## config.mk

```make
export PLATFORM = sky130hd
export DESIGN_NAME = crpa_coef_loader
export DESIGN_NICKNAME = d
export VERILOG_FILES = /design/src/rtl/crpa_coef_loader.sv
export SDC_FILE = /design/constraint.sdc
export NUM_CORES = 1
export LEC_CHECK = 0
export BUFFER_PORTS_ARGS = -buffer_cell sky130_fd_sc_hd__buf_2
export CAP_MARGIN = 10
export CORE_AREA = 5 5 240 149
export CTS_CLUSTER_DIAMETER = 100
export DETAILED_ROUTE_END_ITERATION = 6
export DIE_AREA = 0 0 245 154
export GPL_TIMING_DRIVEN = 1
export PLACE_DENSITY = 0.78
export SLEW_MARGIN = 10
export SYNTH_ARGS = -nofsm -noshare
export SYNTH_HDL_FRONTEND = slang
export SYNTH_SLANG_ARGS = --single-unit
```

## constraint.sdc

```tcl
create_clock -name clk -period 2.15 [get_ports clk]
set_clock_uncertainty 0.05 [all_clocks]
set_input_delay 0.1075 -clock clk [delete_from_list [all_inputs] [get_ports clk]]
set_output_delay 0.1075 -clock clk [all_outputs]
set_load 0.02 [all_outputs]
```

## src/rtl/crpa_coef_loader.sv

```systemverilog
// crpa_coef_loader: double-buffered FIR coefficient loader for the CRPA null former.
// Words are streamed into a shadow register. A complete shadow set is swapped onto
// the active coefficient bus only on a frame tick, so the null former never sees
// a half-updated set.
module crpa_coef_loader #(
    parameter int NCH      = 4,
    parameter int NT       = 7,
    parameter int NCFWIDTH = 12,
    localparam int K       = (NCH - 1) * NT,
    localparam int CW      = $clog2(K + 1)
) (
    input  logic                  clk,
    input  logic                  resetn,
    input  logic                  wr_valid,
    input  logic [NCFWIDTH-1:0]   wr_data,
    output logic                  wr_ready,
    input  logic                  wr_abort,
    input  logic                  commit_en,
    output logic [K*NCFWIDTH-1:0] coeffs_concat,
    output logic                  coef_upd,
    output logic                  full,
    output logic [CW-1:0]         wr_cnt
);

    typedef enum logic [1:0] {
        ST_LOAD = 2'd0,
        ST_FULL = 2'd1,
        ST_SWAP = 2'd2
    } state_t;

    state_t                  state_q, state_d;
    logic [CW-1:0]           wr_cnt_q, wr_cnt_d;
    logic [K*NCFWIDTH-1:0]   shadow_q;
    logic [K*NCFWIDTH-1:0]   coeffs_q;
    logic                    wr_ready_q, wr_ready_d;
    logic                    full_q, full_d;
    logic                    coef_upd_q, coef_upd_d;
    logic                    xfer;
    logic                    swap_go;

    // Abort dominates both a simultaneous word and a simultaneous commit.
    assign xfer    = (state_q == ST_LOAD) && wr_valid && !wr_abort;
    assign swap_go = (state_q == ST_FULL) && commit_en && !wr_abort;

    // State and word-counter register.
    always_ff @(posedge clk) begin
        if (!resetn) begin
            state_q  <= ST_LOAD;
            wr_cnt_q <= '0;
        end else begin
            state_q  <= state_d;
            wr_cnt_q <= wr_cnt_d;
        end
    end

    // Next-state logic; commit in LOAD is ignored, so a final word arriving
    // with commit_en still has to wait for a later tick seen in FULL.
    always_comb begin
        state_d  = state_q;
        wr_cnt_d = wr_cnt_q;
        case (state_q)
            ST_LOAD: begin
                if (wr_abort) begin
                    wr_cnt_d = '0;
                end else if (xfer) begin
                    wr_cnt_d = wr_cnt_q + CW'(1);
                    if (wr_cnt_q == CW'(K - 1)) begin
                        state_d = ST_FULL;
                    end
                end
            end
            ST_FULL: begin
                if (wr_abort) begin
                    state_d  = ST_LOAD;
                    wr_cnt_d = '0;
                end else if (swap_go) begin
                    state_d  = ST_SWAP;
                    wr_cnt_d = '0;
                end
            end
            ST_SWAP: begin
                state_d  = ST_LOAD;
                wr_cnt_d = '0;
            end
            default: begin
                state_d  = ST_LOAD;
                wr_cnt_d = '0;
            end
        endcase
    end

    // Output decode from the upcoming state so the flags are registered with it.
    always_comb begin
        wr_ready_d = (state_d == ST_LOAD);
        full_d     = (state_d == ST_FULL);
        coef_upd_d = (state_d == ST_SWAP);
    end

    // Registered handshake and status flags.
    always_ff @(posedge clk) begin
        if (!resetn) begin
            wr_ready_q <= 1'b1;
            full_q     <= 1'b0;
            coef_upd_q <= 1'b0;
        end else begin
            wr_ready_q <= wr_ready_d;
            full_q     <= full_d;
            coef_upd_q <= coef_upd_d;
        end
    end

    // Shadow store: word n lands in slot n, bit-exact, no sign handling.
    always_ff @(posedge clk) begin
        if (!resetn) begin
            shadow_q <= '0;
        end else begin
            for (int i = 0; i < K; i++) begin
                if (xfer && (wr_cnt_q == CW'(i))) begin
                    shadow_q[i*NCFWIDTH +: NCFWIDTH] <= wr_data;
                end
            end
        end
    end

    // Active bus changes only on the swap; it holds its value otherwise.
    always_ff @(posedge clk) begin
        if (!resetn) begin
            coeffs_q <= '0;
        end else if (swap_go) begin
            coeffs_q <= shadow_q;
        end
    end

    assign wr_ready      = wr_ready_q;
    assign full          = full_q;
    assign coef_upd      = coef_upd_q;
    assign wr_cnt        = wr_cnt_q;
    assign coeffs_concat = coeffs_q;

endmodule

```

==> flow_metrics.tcl, run 1 <==
set metrics [dict create \
    fin_crit_ns 2.024 \
    drv_slew 0 \
    ant_nets 0 \
    hold_viol_final 0 \
    finish.utilization 0.6592 \
    worstPathRequired_ns 2.47 \
    grt_pass1_vias 15148 \
    worstSetupPathType "reg2reg" \
    cts_max_level 2 \
    ys_seq_area_frac 0.5595 \
    routabilityCongestion 0.8924 \
    power.density_nw_per_um2 824.1 \
    initialDrtViolationCount 1588 \
    async_flop_share 0 \
    cp_data_arrival_time_ns 2.34 \
    via_per_inst 5.598 \
    syn-instance-count 2114 \
    relSlewSlack 0.3001 \
    grt_pass1_wl_um 82080 \
    crit_fanout 12 \
    grt_max_degree 116 \
    period_share 0.9412 \
    vias 15696 \
    end_kind "flip-flop" \
    io_buffers 276 \
    status "finished, final reports clean" \
    drive_above_1_share 0.1788 \
    synth_cell_types 41 \
    max_freq_mhz 494.2 \
    synth-edff-count 0 \
    drtPass1Iterations 7 \
    die-height_um 154 \
    clkLatencyLatePin_ns 0.55 \
    hold_class "in2reg" \
    synth_top_flop_cell "dfxtp_1" \
    syn_area_um2 18390 \
    max-clock-path-buffers 3 \
    path_clk_slew_ns 0.06 \
    cts_tree "yes" \
    synth_top_area_cell "dfxtp_1" \
    grt-ovfl-total 0 \
    dieArea_um2 37730 \
    start_kind "flip-flop" \
    nNetsFinal 2362 \
    worstMarginPinSlew_ns 1.047 \
    p_total_w 0.01802 \
    power_leakage_nw 9.433 \
    yosys_register_bits 514 \
    irDropWorstVdd_v 0.0005174 \
    drcViolationCount 0 \
    antenna_found_initial 0 \
    synth_top_area_frac 0.5595 \
    rsz0062_at_grt "false" \
    rows 52 \
    cts.sinks 514 \
    postCtsSetupRepairBufs 0 \
    syn-num-nets 2136 \
    start_util 0.5543 \
    grt_use_total 0.2651 \
    syn2layout_area_growth_pct 18.93 \
    die_w_um 245 \
    synth.yosys.warnings 0 \
    dp_hpwl_um 34120 \
    holdWs_ns 0.1524 \
    fp.coreArea_um2 33180 \
    finalSetupViolCount 0 \
    antennaDiodeCount 0 \
    yosys-top-cells-area "dfxtp_1 56%, nand2_1 15%, mux2i_1 9.8%, a21oi_1 8.9%, clkbuf_1 2.5%" \
    num-fill-cells 2647 \
    pin_count 277 \
    drt-total-wl_um 52320 \
    cts_made_buffers 45 \
    root_buffer "clkbuf_16" \
    synth.avg_cell_area_um2 8.700 \
    maxCapViolCount 0 \
    wl_per_cell_um 18.66 \
]
cell usage after synthesis (3+ instances only):
cell / count
a21oi_1: 328
nor2_1: 6
inv_1: 6
dfxtp_1: 514
nand3_1: 74
nand2_1: 714
buf_6: 3
mux2i_1: 180
clkbuf_1: 124
nor4bb_1: 3
ha_1: 5
buf_2: 45
and4bb_2: 3
or4bb_1: 3
buf_4: 3
o21ai_0: 72
area by class of cell:
cell class | instances | area, µm² | area share
Clock buffer | 67 | 1319 | 0.06029
Sequential cell | 514 | 10290 | 0.4705
Tap cell | 432 | 540.5 | 0.02471
Timing Repair Buffer | 355 | 2181 | 0.09971
Multi-Input combinational cell | 1417 | 7392 | 0.3380
Inverter | 7 | 33.78 | 0.001545
Clock inverter | 12 | 116.4 | 0.005320
critical path, stage by stage (launching register included):
cell and delay (ns):
dfxtp_1 0.41, buf_4 0.22, nor4b_2 0.51, buf_4 0.22
nand2_1 0.05, buf_4 0.22, mux2i_1 0.15
final timing paths:
path | startpoint | endpoint | slack [ns] | cells past startpoint
hold / removal | wr_abort | wr_cnt[2] | 0.15 | 4
hold reg to reg | shadow_q[238] | coeffs_concat[238] | 0.40 | 2
setup / recovery | wr_cnt[4] | shadow_q[82] | 0.13 | 6
setup reg to reg | wr_cnt[4] | shadow_q[82] | 0.13 | 6
state kept, by name (all words and copies together), names as in the netlist:
register and flops:
coeffs_concat 252, shadow_q 252, wr_cnt 5, state_q 2, coef_upd 1, full 1
wr_ready 1
routing by layer:
layer	part of all wire	GRT usage
met1	0.43	0.3666
met2	0.45	0.4179
met3	0.088	0.06037
met4	0.027	0.08169
met5	0	0
report_power, final:
group / total, W / internal (W) / leakage [nW] / switching, W
Sequential: 0.00954 / 0.00953 / 4.14 / 0.0000101
Clock: 0.00797 / 0.00448 / 0.710 / 0.00349
Combinational: 0.000515 / 0.000118 / 4.58 / 0.000397
cell families after synthesis:
logic type	count (synthesis)	synth area share
AND/OR/NAND/NOR	824	0.1846
flip-flops	514	0.5595
adder cells (fa/ha/maj)	5	0.003402
multiplexers	180	0.09797
AO/OA/AOI/OAI	408	0.1123
buffers and inverters	183	0.04225
metrics by stage:
stage | instance area (µm²) | TNS (ns) | std cells | worst slack (ns)
4_1_cts | 21870 | 0 | 2804 | 0.04353
2_1_floorplan | 18390 | 0 | 2114 | 0.2103
3_5_place_dp | 20270 | -0.7391 | 2710 | -0.05828
3_3_place_gp | 20270 | 0 | 2710 | 0.01705
5_1_grt | 21870 | 0 | 2804 | 0.02510
6_report | 21870 | 0 | 2804 | 0.1265
cell usage in the layout (no fill, tap or decap), types with 2 or more instances in the layout:
| cell type | n |
|---|---|
| nand2_1 | 714 |
| dfxtp_1 | 514 |
| a21oi_1 | 328 |
| buf_2 | 275 |
| mux2i_1 | 180 |
| nand3_1 | 74 |
| o21ai_0 | 72 |
| buf_4 | 51 |
| clkbuf_16 | 45 |
| dlygate4sd3_1 | 15 |
| buf_12 | 13 |
| clkbuf_1 | 11 |
| clkbuf_8 | 11 |
| clkinv_2 | 8 |
| nor2_1 | 6 |
| inv_1 | 6 |
| ha_1 | 4 |
| and4bb_2 | 3 |
| or4bb_1 | 3 |
| a211oi_1 | 2 |
| a32oi_1 | 2 |
| nor4b_2 | 2 |
| nor4bb_4 | 2 |
| nor4b_4 | 2 |
| bufinv_16 | 2 |
what timing repair did:
| action | in CTS | in global routing |
|---|---|---|
| gates resized for setup | 1 | 2 |
| hold buffers | 15 | 0 |
| hold endpoints to repair | 91 | 0 |
| setup endpoints to repair | 36 | 17 |
Note: power is estimated with default switching activity, not from simulation.
==> inputs of run 2 (changes only) <==
- BUFFER_PORTS_ARGS: -buffer_cell sky130_fd_sc_hd__buf_2 -> unset
- CORE_AREA: 5 5 240 149 -> 5 5 227 141
- DIE_AREA: 0 0 245 154 -> 0 0 232 146
- DONT_BUFFER_PORTS: unset -> 1
==> run 2 against run 1 <==
Against the previous run:
- the run now ends with design-rule violations left
- worst hold slack got worse by 0.13 ns
- global-route usage rose by 3.7 points
- first-iteration DRC count rose by 5.5%
- die area fell by 10%
- critical path type unchanged
- highest routed layer is now met5
==> flow_metrics.tcl, run 2 (synthesized netlist as in run 1, its figures left out) <==
set metrics [dict create \
    crit_family "compound AO/OA/AOI/OAI gates" \
    cp_slowest_cell "nand4bb_1" \
    cp_slowest_stage_delay_ns 0.54 \
    r2r_cells 5 \
    min_to "shadow_q[119]" \
    period_share 0.9520 \
    via_per_inst 5.901 \
    path_buf_inv 1 \
    drcViolationCount 4 \
    vias 15343 \
    grt_max_degree 111 \
    max_freq_mhz 488.6 \
    hold_class "in2reg" \
    min_path_cells 3 \
    routabilityCongestion 0.8399 \
    path_cells "inv_1, ha_1, nand4bb_1, o21ai_0, a21oi_1" \
    crit_fanout 12 \
    combPwrFrac 0.027 \
    reg2reg_from "wr_cnt[1]" \
    dp_hpwl_um 32030 \
    pwr-share-seq 0.535 \
    hold_viol_final 0 \
    final_common_cell "nand2_1" \
    grt-ovfl-total 0 \
    dieArea_um2 33870 \
    p_sw_frac 0.2137 \
    die_w_um 232 \
    cts_made_buffers 43 \
    status "complete, but fails checks" \
    p_clk_frac 0.438 \
    syn2layout_area_growth_pct 16.10 \
    relSlewSlack 0.3708 \
    timing.rr.end "shadow_q[56]" \
    grt_pass1_vias 14626 \
    irDropWorstVdd_v 0.0006936 \
    drt-total-wl_um 53550 \
    place_area_um2 18850 \
    worstSetupPathType "reg2reg" \
    max-clock-path-buffers 3 \
    start_kind "flip-flop" \
    cts_max_level 2 \
    initialDrtViolationCount 1675 \
    worstPathRequired_ns 2.50 \
    nNetsFinal 2180 \
    finalSetupViolCount 0 \
    antenna_found_initial 1 \
    rows 49 \
    die-height_um 146 \
    path_clk_slew_ns 0.07 \
    maxCapViolCount 0 \
    antennaDiodeCount 0 \
    hp-start "resetn" \
    fin_crit_ns 2.047 \
    pin_count 277 \
    rrSetupSlack_ns 0.10 \
    power.density_nw_per_um2 835.2 \
    final.setup.tns_ns 0 \
    fp.coreArea_um2 29550 \
    ant_nets 0 \
    grt_use_total 0.3018 \
    grt_pass1_wl_um 82720 \
    final_area_um2 21350 \
    cp_data_arrival_time_ns 2.40 \
    num-fill-cells 2207 \
    io_buffers 0 \
    start_util 0.6224 \
    final_cell_mix "714 x nand2_1, 513 x dfxtp_1, 328 x a21oi_1" \
    root_buffer "clkbuf_16" \
    p_switching_w 0.003811 \
    intPower_w 0.01402 \
    drtPass1Iterations 7 \
    rsz0062_at_grt "false" \
    power_leakage_nw 8.064 \
    wl_per_cell_um 20.60 \
    drive_above_1_share 0.07071 \
    cts.sinks 514 \
    end_kind "flip-flop" \
    violations "design-rule violations" \
    drv_slew 0 \
    cts_tree "yes" \
    clkLatencyLatePin_ns 0.55 \
    worstMarginPinSlew_ns 0.9416 \
]
run 2: worst reg2reg max path, cell delays in order (launching register included):
cell and delay (ns):
dfxtp_1 0.36, inv_1 0.10, ha_1 0.28, nand4bb_1 0.54, o21ai_0 0.44, a21oi_1 0.12
run 2: power groups by stage:
stage | Combinational (W) | Sequential [W] | Clock (W)
5_1_grt | 0.000493 | 0.00953 | 0.00831
3_5_place_dp | 0.000343 | 0.00976 | 0
6_report | 0.000476 | 0.00954 | 0.00782
4_1_cts | 0.000457 | 0.00954 | 0.00788
2_1_floorplan | 0.000250 | 0.00976 | 0
3_3_place_gp | 0.000338 | 0.00976 | 0
run 2: layer usage:
metal  part of all wire  track usage  vias up  wire, µm
li1                   -            -     7071         -
met1               0.41       0.4001     7443     21690
met2               0.46       0.4800      707     24660
met3               0.11       0.1004      120      5789
met4              0.026      0.07763        2      1394
met5            0.00021            0        -        11
run 2: final cells by class:
| type | instances | area, µm² | share of cell area |
|---|---|---|---|
| multi-input cells | 1417 | 7380 | 0.3456 |
| inverters | 7 | 33.78 | 0.001582 |
| well taps | 408 | 510.5 | 0.02391 |
| flip-flops and latches | 514 | 10290 | 0.4820 |
| clock inverters | 12 | 90.09 | 0.004219 |
| clock buffers | 67 | 1329 | 0.06223 |
| repair buffers | 175 | 1719 | 0.08051 |
run 2: worst max-delay path by stage:
stage	from	end	slack (ns)	cells past startpoint
6_report	wr_cnt[1]	shadow_q[56]	0.10	5
2_1_floorplan	wr_cnt[0]	shadow_q[10]	0.21	6
3_3_place_gp	wr_cnt[2]	shadow_q[79]	0.12	6
4_1_cts	wr_cnt[2]	shadow_q[72]	0.01	6
3_5_place_dp	wr_cnt[2]	shadow_q[72]	0.06	6
5_1_grt	wr_cnt[1]	shadow_q[0]	0.0003	5
run 2: what timing repair did:
| action | 4_1_cts | 5_1_grt |
|---|---|---|
| hold endpoints to repair | 310 | 0 |
| gates resized for setup | 0 | 1 |
| buffers inserted | 0 | 2 |
| endpoints found under the setup margin | 0 | 33 |
| hold buffers | 105 | 0 |
run 2: stage by stage:
step | utilization | setup slack, ns | hold WS [ns] | total power, W | std cells
detailed placement | 0.6379 | 0.05816 | 0.2143 | 0.01010 | 2414
CTS | 0.7220 | 0.01311 | 0.01146 | 0.01788 | 2598
global route | 0.7226 | 0.0002793 | 0.05084 | 0.01833 | 2600
floorplan | - | 0.2103 | 0.2052 | 0.01001 | 2114
finish | 0.7226 | 0.1032 | 0.02628 | 0.01783 | 2600
global placement | 0.6379 | 0.1161 | 0.2083 | 0.01010 | 2414
